<file path="src/rtl/int_sequencer.sv">
`default_nettype none
// ============================================================================
//  Module      : int_sequencer
//  Description : Interrupt front-end. Latches the external interrupt, waits
//                for a hazard-free instruction boundary, then sequences entry
//                (CALL-path push, flag save, vector fetch, PC load). Tracks
//                handler residency until RTI and restores the saved flags.
//  Revision    : 1.0 - initial release
// ============================================================================
module int_sequencer #(
    parameter int PC_W        = 32,
    parameter int FLAG_W      = 4,
    parameter int VECTOR_ADDR = 1,
    parameter int VEC_LAT     = 1
) (
    input  logic              clk,
    input  logic              rst,
    input  logic              intr_in,
    input  logic              instr_boundary,
    input  logic              ctrl_hazard,
    input  logic              rti_commit,
    input  logic [PC_W-1:0]   pc_in,
    input  logic [FLAG_W-1:0] flags_in,
    input  logic [PC_W-1:0]   mem_rdata,
    output logic              is_hardware_int,
    output logic [PC_W-1:0]   saved_pc,
    output logic              stall_fetch,
    output logic              mem_rd,
    output logic [PC_W-1:0]   mem_addr,
    output logic              pc_load,
    output logic [PC_W-1:0]   pc_load_val,
    output logic              flags_restore,
    output logic [FLAG_W-1:0] flags_saved,
    output logic              int_active
);

    localparam int              CNT_W      = (VEC_LAT > 1) ? $clog2(VEC_LAT) : 1;
    localparam logic [CNT_W-1:0] CNT_LOAD  = CNT_W'(VEC_LAT - 1);
    localparam logic [CNT_W-1:0] CNT_ONE   = CNT_W'(1);
    localparam logic [PC_W-1:0]  VEC_ADDR  = PC_W'(VECTOR_ADDR);

    typedef enum logic [2:0] {
        S_IDLE    = 3'd0,
        S_PUSH    = 3'd1,
        S_VECTOR  = 3'd2,
        S_LOAD_PC = 3'd3,
        S_ACTIVE  = 3'd4
    } state_t;

    state_t            state_q, state_d;
    logic              pending_q, pending_d;
    logic              intr_prev_q;
    logic [CNT_W-1:0]  cnt_q, cnt_d;
    logic [PC_W-1:0]   saved_pc_q, saved_pc_d;
    logic [FLAG_W-1:0] flags_saved_q, flags_saved_d;
    logic [PC_W-1:0]   pc_load_val_q, pc_load_val_d;
    logic              intr_edge;

    // A level held high produces exactly one request
    assign intr_edge = intr_in & ~intr_prev_q;

    assign saved_pc    = saved_pc_q;
    assign flags_saved = flags_saved_q;
    assign pc_load_val = pc_load_val_q;

    // State and datapath registers; reset aborts any sequence and drops the request
    always_ff @(posedge clk or posedge rst) begin
        if (rst) begin
            state_q       <= S_IDLE;
            pending_q     <= 1'b0;
            intr_prev_q   <= 1'b0;
            cnt_q         <= '0;
            saved_pc_q    <= '0;
            flags_saved_q <= '0;
            pc_load_val_q <= '0;
        end else begin
            state_q       <= state_d;
            pending_q     <= pending_d;
            intr_prev_q   <= intr_in;
            cnt_q         <= cnt_d;
            saved_pc_q    <= saved_pc_d;
            flags_saved_q <= flags_saved_d;
            pc_load_val_q <= pc_load_val_d;
        end
    end

    // Next-state and output decode for the entry/residency sequence
    always_comb begin
        state_d         = state_q;
        pending_d       = pending_q | intr_edge;
        cnt_d           = cnt_q;
        saved_pc_d      = saved_pc_q;
        flags_saved_d   = flags_saved_q;
        pc_load_val_d   = pc_load_val_q;
        is_hardware_int = 1'b0;
        stall_fetch     = 1'b0;
        mem_rd          = 1'b0;
        mem_addr        = '0;
        pc_load         = 1'b0;
        flags_restore   = 1'b0;
        int_active      = 1'b0;

        case (state_q)
            S_IDLE: begin
                if (pending_q && instr_boundary && !ctrl_hazard) begin
                    saved_pc_d    = pc_in;
                    flags_saved_d = flags_in;
                    // A fresh edge arriving on the accept cycle stays queued
                    pending_d     = intr_edge;
                    state_d       = S_PUSH;
                end
            end
            S_PUSH: begin
                is_hardware_int = 1'b1;
                stall_fetch     = 1'b1;
                int_active      = 1'b1;
                cnt_d           = CNT_LOAD;
                state_d         = S_VECTOR;
            end
            S_VECTOR: begin
                mem_rd      = 1'b1;
                mem_addr    = VEC_ADDR;
                stall_fetch = 1'b1;
                int_active  = 1'b1;
                if (cnt_q == '0) begin
                    pc_load_val_d = mem_rdata;
                    state_d       = S_LOAD_PC;
                end else begin
                    cnt_d = cnt_q - CNT_ONE;
                end
            end
            S_LOAD_PC: begin
                pc_load     = 1'b1;
                stall_fetch = 1'b1;
                int_active  = 1'b1;
                state_d     = S_ACTIVE;
            end
            S_ACTIVE: begin
                int_active = 1'b1;
                if (rti_commit) begin
                    flags_restore = 1'b1;
                    state_d       = S_IDLE;
                end
            end
            default: begin
                state_d = S_IDLE;
            end
        endcase
    end

endmodule
`default_nettype wire

</file>
<file path="config.mk">
export PLATFORM = sky130hd
export DESIGN_NAME = int_sequencer
export DESIGN_NICKNAME = d
export VERILOG_FILES = /design/src/rtl/int_sequencer.sv
export SDC_FILE = /design/constraint.sdc
export NUM_CORES = 1
export LEC_CHECK = 0
export CAP_MARGIN = 5
export CORE_MARGIN = 2
export CORE_UTILIZATION = 38
export CTS_CLUSTER_DIAMETER = 60
export DETAILED_ROUTE_END_ITERATION = 10
export GPL_TIMING_DRIVEN = 1
export PLACE_DENSITY_LB_ADDON = 0.1
export SLEW_MARGIN = 25
export SYNTH_ARGS = -nofsm -noshare
export SYNTH_HDL_FRONTEND = slang
export SYNTH_SLANG_ARGS = --single-unit
</file>
<file path="constraint.sdc">
create_clock -name clk -period 3.35 [get_ports clk]
set_clock_uncertainty 0.05 [all_clocks]
set_input_delay 0.67 -clock clk [delete_from_list [all_inputs] [get_ports clk]]
set_output_delay 0.67 -clock clk [all_outputs]
set_load 0.03 [all_outputs]
</file>
==> results.json, run 1 <==
{
  "critPathKind": "input port to output pin",
  "synthMuxAreaShare_pct": 27.4,
  "arrival_ns": 1.99,
  "viasPerCell": 4.26,
  "synth_most_common_cell": "dfrtp_1",
  "place_congestion": 0.665,
  "wl_per_cell_um": 14.2,
  "die_h_um": 95.7,
  "fmaxAchievable_mhz": 369,
  "p_leak_nw": 2.07,
  "yosys.area_share.simple_pct": 3.17,
  "required_ns": 2.63,
  "finalNetCount": 430,
  "rows": 33,
  "synth_xor_area_share_pct": 0.274,
  "async_flop_share_pct": 100,
  "portBuffers": 148,
  "clk_pin_slew_ns": 0.07,
  "avgSynthCellArea_um2": 15.9,
  "ys_warn_count": 0,
  "io_pins": 180,
  "rsz0062_at_grt": "false",
  "clk_path_buf_depth": 2,
  "yosys.area.top_type": "dfrtp_1",
  "h-tree-depth": 3,
  "drive_gt1_share_pct": 25.5,
  "synth_area_mm2": 0.00320,
  "ys.flop_type": "dfrtp_1",
  "synthTopCellsByCount": "dfrtp_1, mux2_2, buf_4",
  "globalRouteTotalUtil_pct": 13.9,
  "status": "finished, final reports clean",
  "vias": 1968,
  "n_antenna_cell": 0,
  "first_pass_iters": 4,
  "powerDensity_mw_per_mm2": 1070,
  "place_hpwl_mm": 4.87,
  "multi_input_area_mm2": 0.00112,
  "regArea_mm2": 0.00183,
  "slew_viol_final": 0,
  "dieWidth_um": 95.7,
  "worst_pin_slew_ns": 0.879,
  "ant_nets": 0,
  "cts_buffers": 9,
  "hold_violations": 0,
  "period_needed_ns": 2.71,
  "tns_ns": 0,
  "synthAdderAreaFrac_pct": 0,
  "period_share_pct": 81.0,
  "root_buffer": "clkbuf_8",
  "synth_top_family_by_area": "multiplexers",
  "slew_headroom_pct": 41.3,
  "grt_overflow": 0,
  "synth_compound_area_share_pct": 0.626,
  "path_max_fanout": 2,
  "setup_viol": 0,
  "synth_area_leaders": "dfrtp_1, mux2_4, mux2_2",
  "cp-end-kind": "output pin",
  "fin_area_mm2": 0.00478,
  "area_delta_synth_final_pct": 49.4,
  "synth_enable_flop_cells": 0,
  "placed_cell_area_mm2": 0.00462,
  "drt-initial-drc-count": 27,
  "maxCapViolations": 0,
  "cts_hold_buf": 0,
  "dieArea_mm2": 0.00916,
  "yosysSeqAreaShare_pct": 57.1,
  "cts_tree": "built",
  "drcViolationCount": 0,
  "cts_num_sinks": 73,
  "ys_types": 24,
  "coreArea_mm2": 0.00818,
  "fill_cells": 690,
  "synth-seq-cells": 73,
  "syn-instance-count": 201,
  "drt-total-wl_mm": 6.54,
  "synth_top_cell_area_share_pct": 57.1,
  "hp-class": "flip-flop to flip-flop",
  "grt_max_degree": 43,
  "antenna_found_initial": 0,
  "grt_pass1_wl_mm": 9.53,
  "ir_worst_vdd_uv": 468,
  "grt_pass1_vias": 1997,
  "start_kind": "input port",
  "initial_core_util_pct": 39.1,
  "post_cts_resized": 0,
  "cts_setup_buffers": 0,
  "insertion_delay_ns": 0.33
}
-- critical path, cell delays in order --
cell and delay, ns:
clkdlybuf4s50_1 0.47, and3_2 0.17, clkdlybuf4s50_1 0.69
-- metal layers --
layer,track usage [%],share of wire [%],vias up
met3,6.89,12,8
li1,-,-,924
met2,22.1,46,104
met4,4.64,1.1,0
met1,16.4,41,932
met5,0,0,-
-- registers in the layout (all words and copies together) (netlist names) --
name and flops:
pc_load_val 32, saved_pc 32, flags_saved 4, state_q 3, intr_prev_q 1, pending_q 1
-- stage by stage --
stage          setup WS [ns]  hold slack, ns  instances  total power [mW]  utilization, %
2_1_floorplan          0.777           0.359        231              3.49               -
3_3_place_gp           0.623           0.366        450              4.56            56.5
3_5_place_dp           0.619           0.372        450              4.59            56.5
4_1_cts                0.619           0.382        462              5.19            58.4
5_1_grt                0.581           0.414        462              5.40            58.4
6_report               0.637           0.380        462              5.12            58.4
-- final cells by class --
| class | instances | area share (%) |
|---|---|---|
| multi-input cells | 114 | 23.5 |
| repair buffers | 154 | 32.0 |
| flip-flops and latches | 73 | 38.2 |
| inverters | 4 | 0.314 |
| clock inverters | 1 | 0.105 |
| well taps | 105 | 2.75 |
| clock buffers | 11 | 3.17 |
-- path summary, 6_finish.rpt --
kind	from	slack [ns]	cells after the start	end
max reg2reg	state_q[2]	1.51	3	pc_load_val[17]
min	intr_prev_q	0.38	1	pending_q
max	rti_commit	0.64	3	flags_restore
min in group asynchronous	rst	0.79	2	saved_pc[12]
max in group asynchronous	rst	1.73	3	pc_load_val[11]
min reg2reg	intr_prev_q	0.38	1	pending_q
-- layout by cell type, fill, tap and decap left out, types with 2 or more instances in the layout --
master / synthesis / routed
buf_4: 33 / 6
clkbuf_8: 0 / 11
clkdlybuf4s50_1: 0 / 148
conb_1: 1 / 31
dfrtp_1: 73 / 73
inv_1: 4 / 3
mux2_1: 2 / 2
mux2_2: 37 / 37
mux2_4: 29 / 29
nand2_1: 2 / 2
-- power by group --
group          internal [mW]  switching [mW]
registers               1.33           0.252
clock network          0.292           0.284
logic                   1.46            1.51
-- cells by family (layout without fill, tap and decap cells) --
logic type      count (synthesis)  count (layout)
compound gates                  3               3
flops                          73              73
other cells                     1              31
xor+xnor                        1               1
buf+inv                        44             170
mux                            68              68
simple gates                   11              11
(Power assumes the default switching activity.)
==> run 2, diff against run 1 <==
- clock period: 3.35 -> 2.6 ns (I/O delays scaled with it)
==> run 2 against run 1 <==
Compared with the run above: wire length decreased by 1.6%; highest routed layer unchanged; register-to-register slack got worse by 0.69 ns; count of clock-buffer cells in the layout rose by 1.
==> results.json, run 2 (same netlist as run 1, synthesis figures left out) <==
{
  "root_buffer": "clkbuf_8",
  "dpl_worst_slack_ns": 0.167,
  "cts_buffers": 9,
  "io_pins": 180,
  "grt_pass1_vias": 1995,
  "post_cts_resized": 0,
  "rsz0062_at_grt": "false",
  "initial_core_util_pct": 39.1,
  "cts_tree": "built",
  "p_seq_share_pct": 30.1,
  "dieWidth_um": 95.7,
  "grt_pass1_wl_mm": 9.74,
  "arrival_ns": 1.87,
  "finalNetCount": 429,
  "grt_overflow": 0,
  "first_pass_iters": 2,
  "required_ns": 2.03,
  "swShare_pct": 39.6,
  "globalRouteTotalUtil_pct": 13.9,
  "critPathKind": "flip-flop to output pin",
  "status": "finished, final reports clean",
  "p_sw_mw": 2.67,
  "drcViolationCount": 0,
  "path_cells": "nor3b_1 > clkdlybuf4s50_1",
  "power.internal_mw": 4.07,
  "cts_hold_buf": 0,
  "cpPeakStageDelay_ns": 0.72,
  "cts_setup_buffers": 0,
  "antenna_found_initial": 0,
  "coreArea_mm2": 0.00818,
  "p_comb_share_pct": 56.7,
  "whs_ns": 0.385,
  "rows": 33,
  "clk_path_buf_depth": 2,
  "period_needed_ns": 2.44,
  "p_total_mw": 6.74,
  "drt-total-wl_mm": 6.44,
  "n_antenna_cell": 0,
  "period_share_pct": 93.8,
  "portBuffers": 148,
  "tns_ns": 0,
  "dieArea_mm2": 0.00916,
  "h-tree-depth": 3,
  "cp-end-kind": "output pin",
  "clk_pin_slew_ns": 0.07,
  "setup_viol": 0,
  "pwr-share-clk_pct": 13.2,
  "ant_nets": 0,
  "viasPerCell": 4.24,
  "place_congestion": 0.656,
  "slew_viol_final": 0,
  "path_max_fanout": 9,
  "final_common_cell": "clkdlybuf4s50_1",
  "mostFrequentLayoutCells": "clkdlybuf4s50_1, dfrtp_1, mux2_2, conb_1, mux2_4",
  "hold_violations": 0,
  "cts_num_sinks": 73,
  "drt-initial-drc-count": 23,
  "powerDensity_mw_per_mm2": 1390,
  "ir_worst_vdd_uv": 705,
  "setup_ws_ns": 0.160,
  "fmaxAchievable_mhz": 410,
  "drive_gt1_share_pct": 25.6,
  "p_leak_nw": 2.09,
  "start_kind": "flip-flop",
  "wl_per_cell_um": 13.8,
  "slowest_stage": "clkdlybuf4s50_1",
  "area_delta_synth_final_pct": 51.3,
  "maxCapViolations": 0,
  "vias": 1973,
  "insertion_delay_ns": 0.33,
  "die_h_um": 95.7,
  "hp-class": "flip-flop to flip-flop",
  "grt_max_degree": 35,
  "place_hpwl_mm": 4.74
}
[run 2: cell count changes in the layout (fill, tap and decap cells not counted)]
| cell | change |
|---|---|
| bufinv_16 | +1 |
| buf_4 | -3 |
| clkbuf_1 | +2 |
| buf_12 | +2 |
| clkinv_4 | +2 |
| clkbuf_8 | -1 |
[run 2: cell type report]
| class | instances | area [um^2] |
|---|---|---|
| fill | 683 | 3340 |
| sequential | 73 | 1830 |
| timing repair buffer | 153 | 1540 |
| multi-input combinational | 114 | 1120 |
| clock buffer | 12 | 145 |
| tap | 105 | 131 |
| clock inverter | 4 | 52.6 |
| inverter | 4 | 15.0 |
[run 2: worst max-delay path: cells and delay by family, from the launching register on]
kind	cells	cell delay, ns
buffers and inverters	1	0.72
flip-flops	1	0.52
AND/OR/NAND/NOR	1	0.29
[run 2: routing by layer]
layer | GRT usage (%) | up-vias | routed length, um
met2 | 20.9 | 103 | 2850
li1 | - | 928 | -
met3 | 5.79 | 11 | 777
met4 | 5.71 | 0 | 101
met5 | 0 | - | 0
met1 | 17.8 | 931 | 2710
[run 2: stage by stage]
step | util, % | area, um^2 | instances
4_1_cts | 59.2 | 4840 | 465
2_1_floorplan | - | 3310 | 231
3_3_place_gp | 56.7 | 4640 | 449
3_5_place_dp | 56.7 | 4640 | 449
5_1_grt | 59.2 | 4840 | 465
6_report | 59.2 | 4840 | 465
[run 2: path summary, 6_finish.rpt]
| check | cells past startpoint | slack, ns | from | end |
|---|---|---|---|---|
| worst max-delay path | 2 | 0.16 | state_q[2] | is_hardware_int |
| worst min-delay path | 1 | 0.39 | intr_prev_q | pending_q |
| worst max register to register | 3 | 0.82 | state_q[2] | pc_load_val[17] |
| worst min register to register | 1 | 0.39 | intr_prev_q | pending_q |
| max in group asynchronous | 3 | 1.43 | rst | saved_pc[2] |
| min in group asynchronous | 2 | 0.40 | rst | saved_pc[8] |
[run 2: power by group through the flow]
stage                     clock, mW  combinational, mW  sequential [mW]
after floorplan                   0               1.39             3.11
after global placement            0               3.84             2.04
after detailed placement          0               3.86             2.06
after CTS                     0.920               3.87             2.04
after global routing          0.974               4.02             2.11
final                         0.888               3.82             2.03
==> run 3, diff against run 2 <==
- CTS_CLUSTER_DIAMETER: 60 -> 50
==> results of run 3 <==
Same layout as run 2: the final DEF is identical, and so are final timing and power.
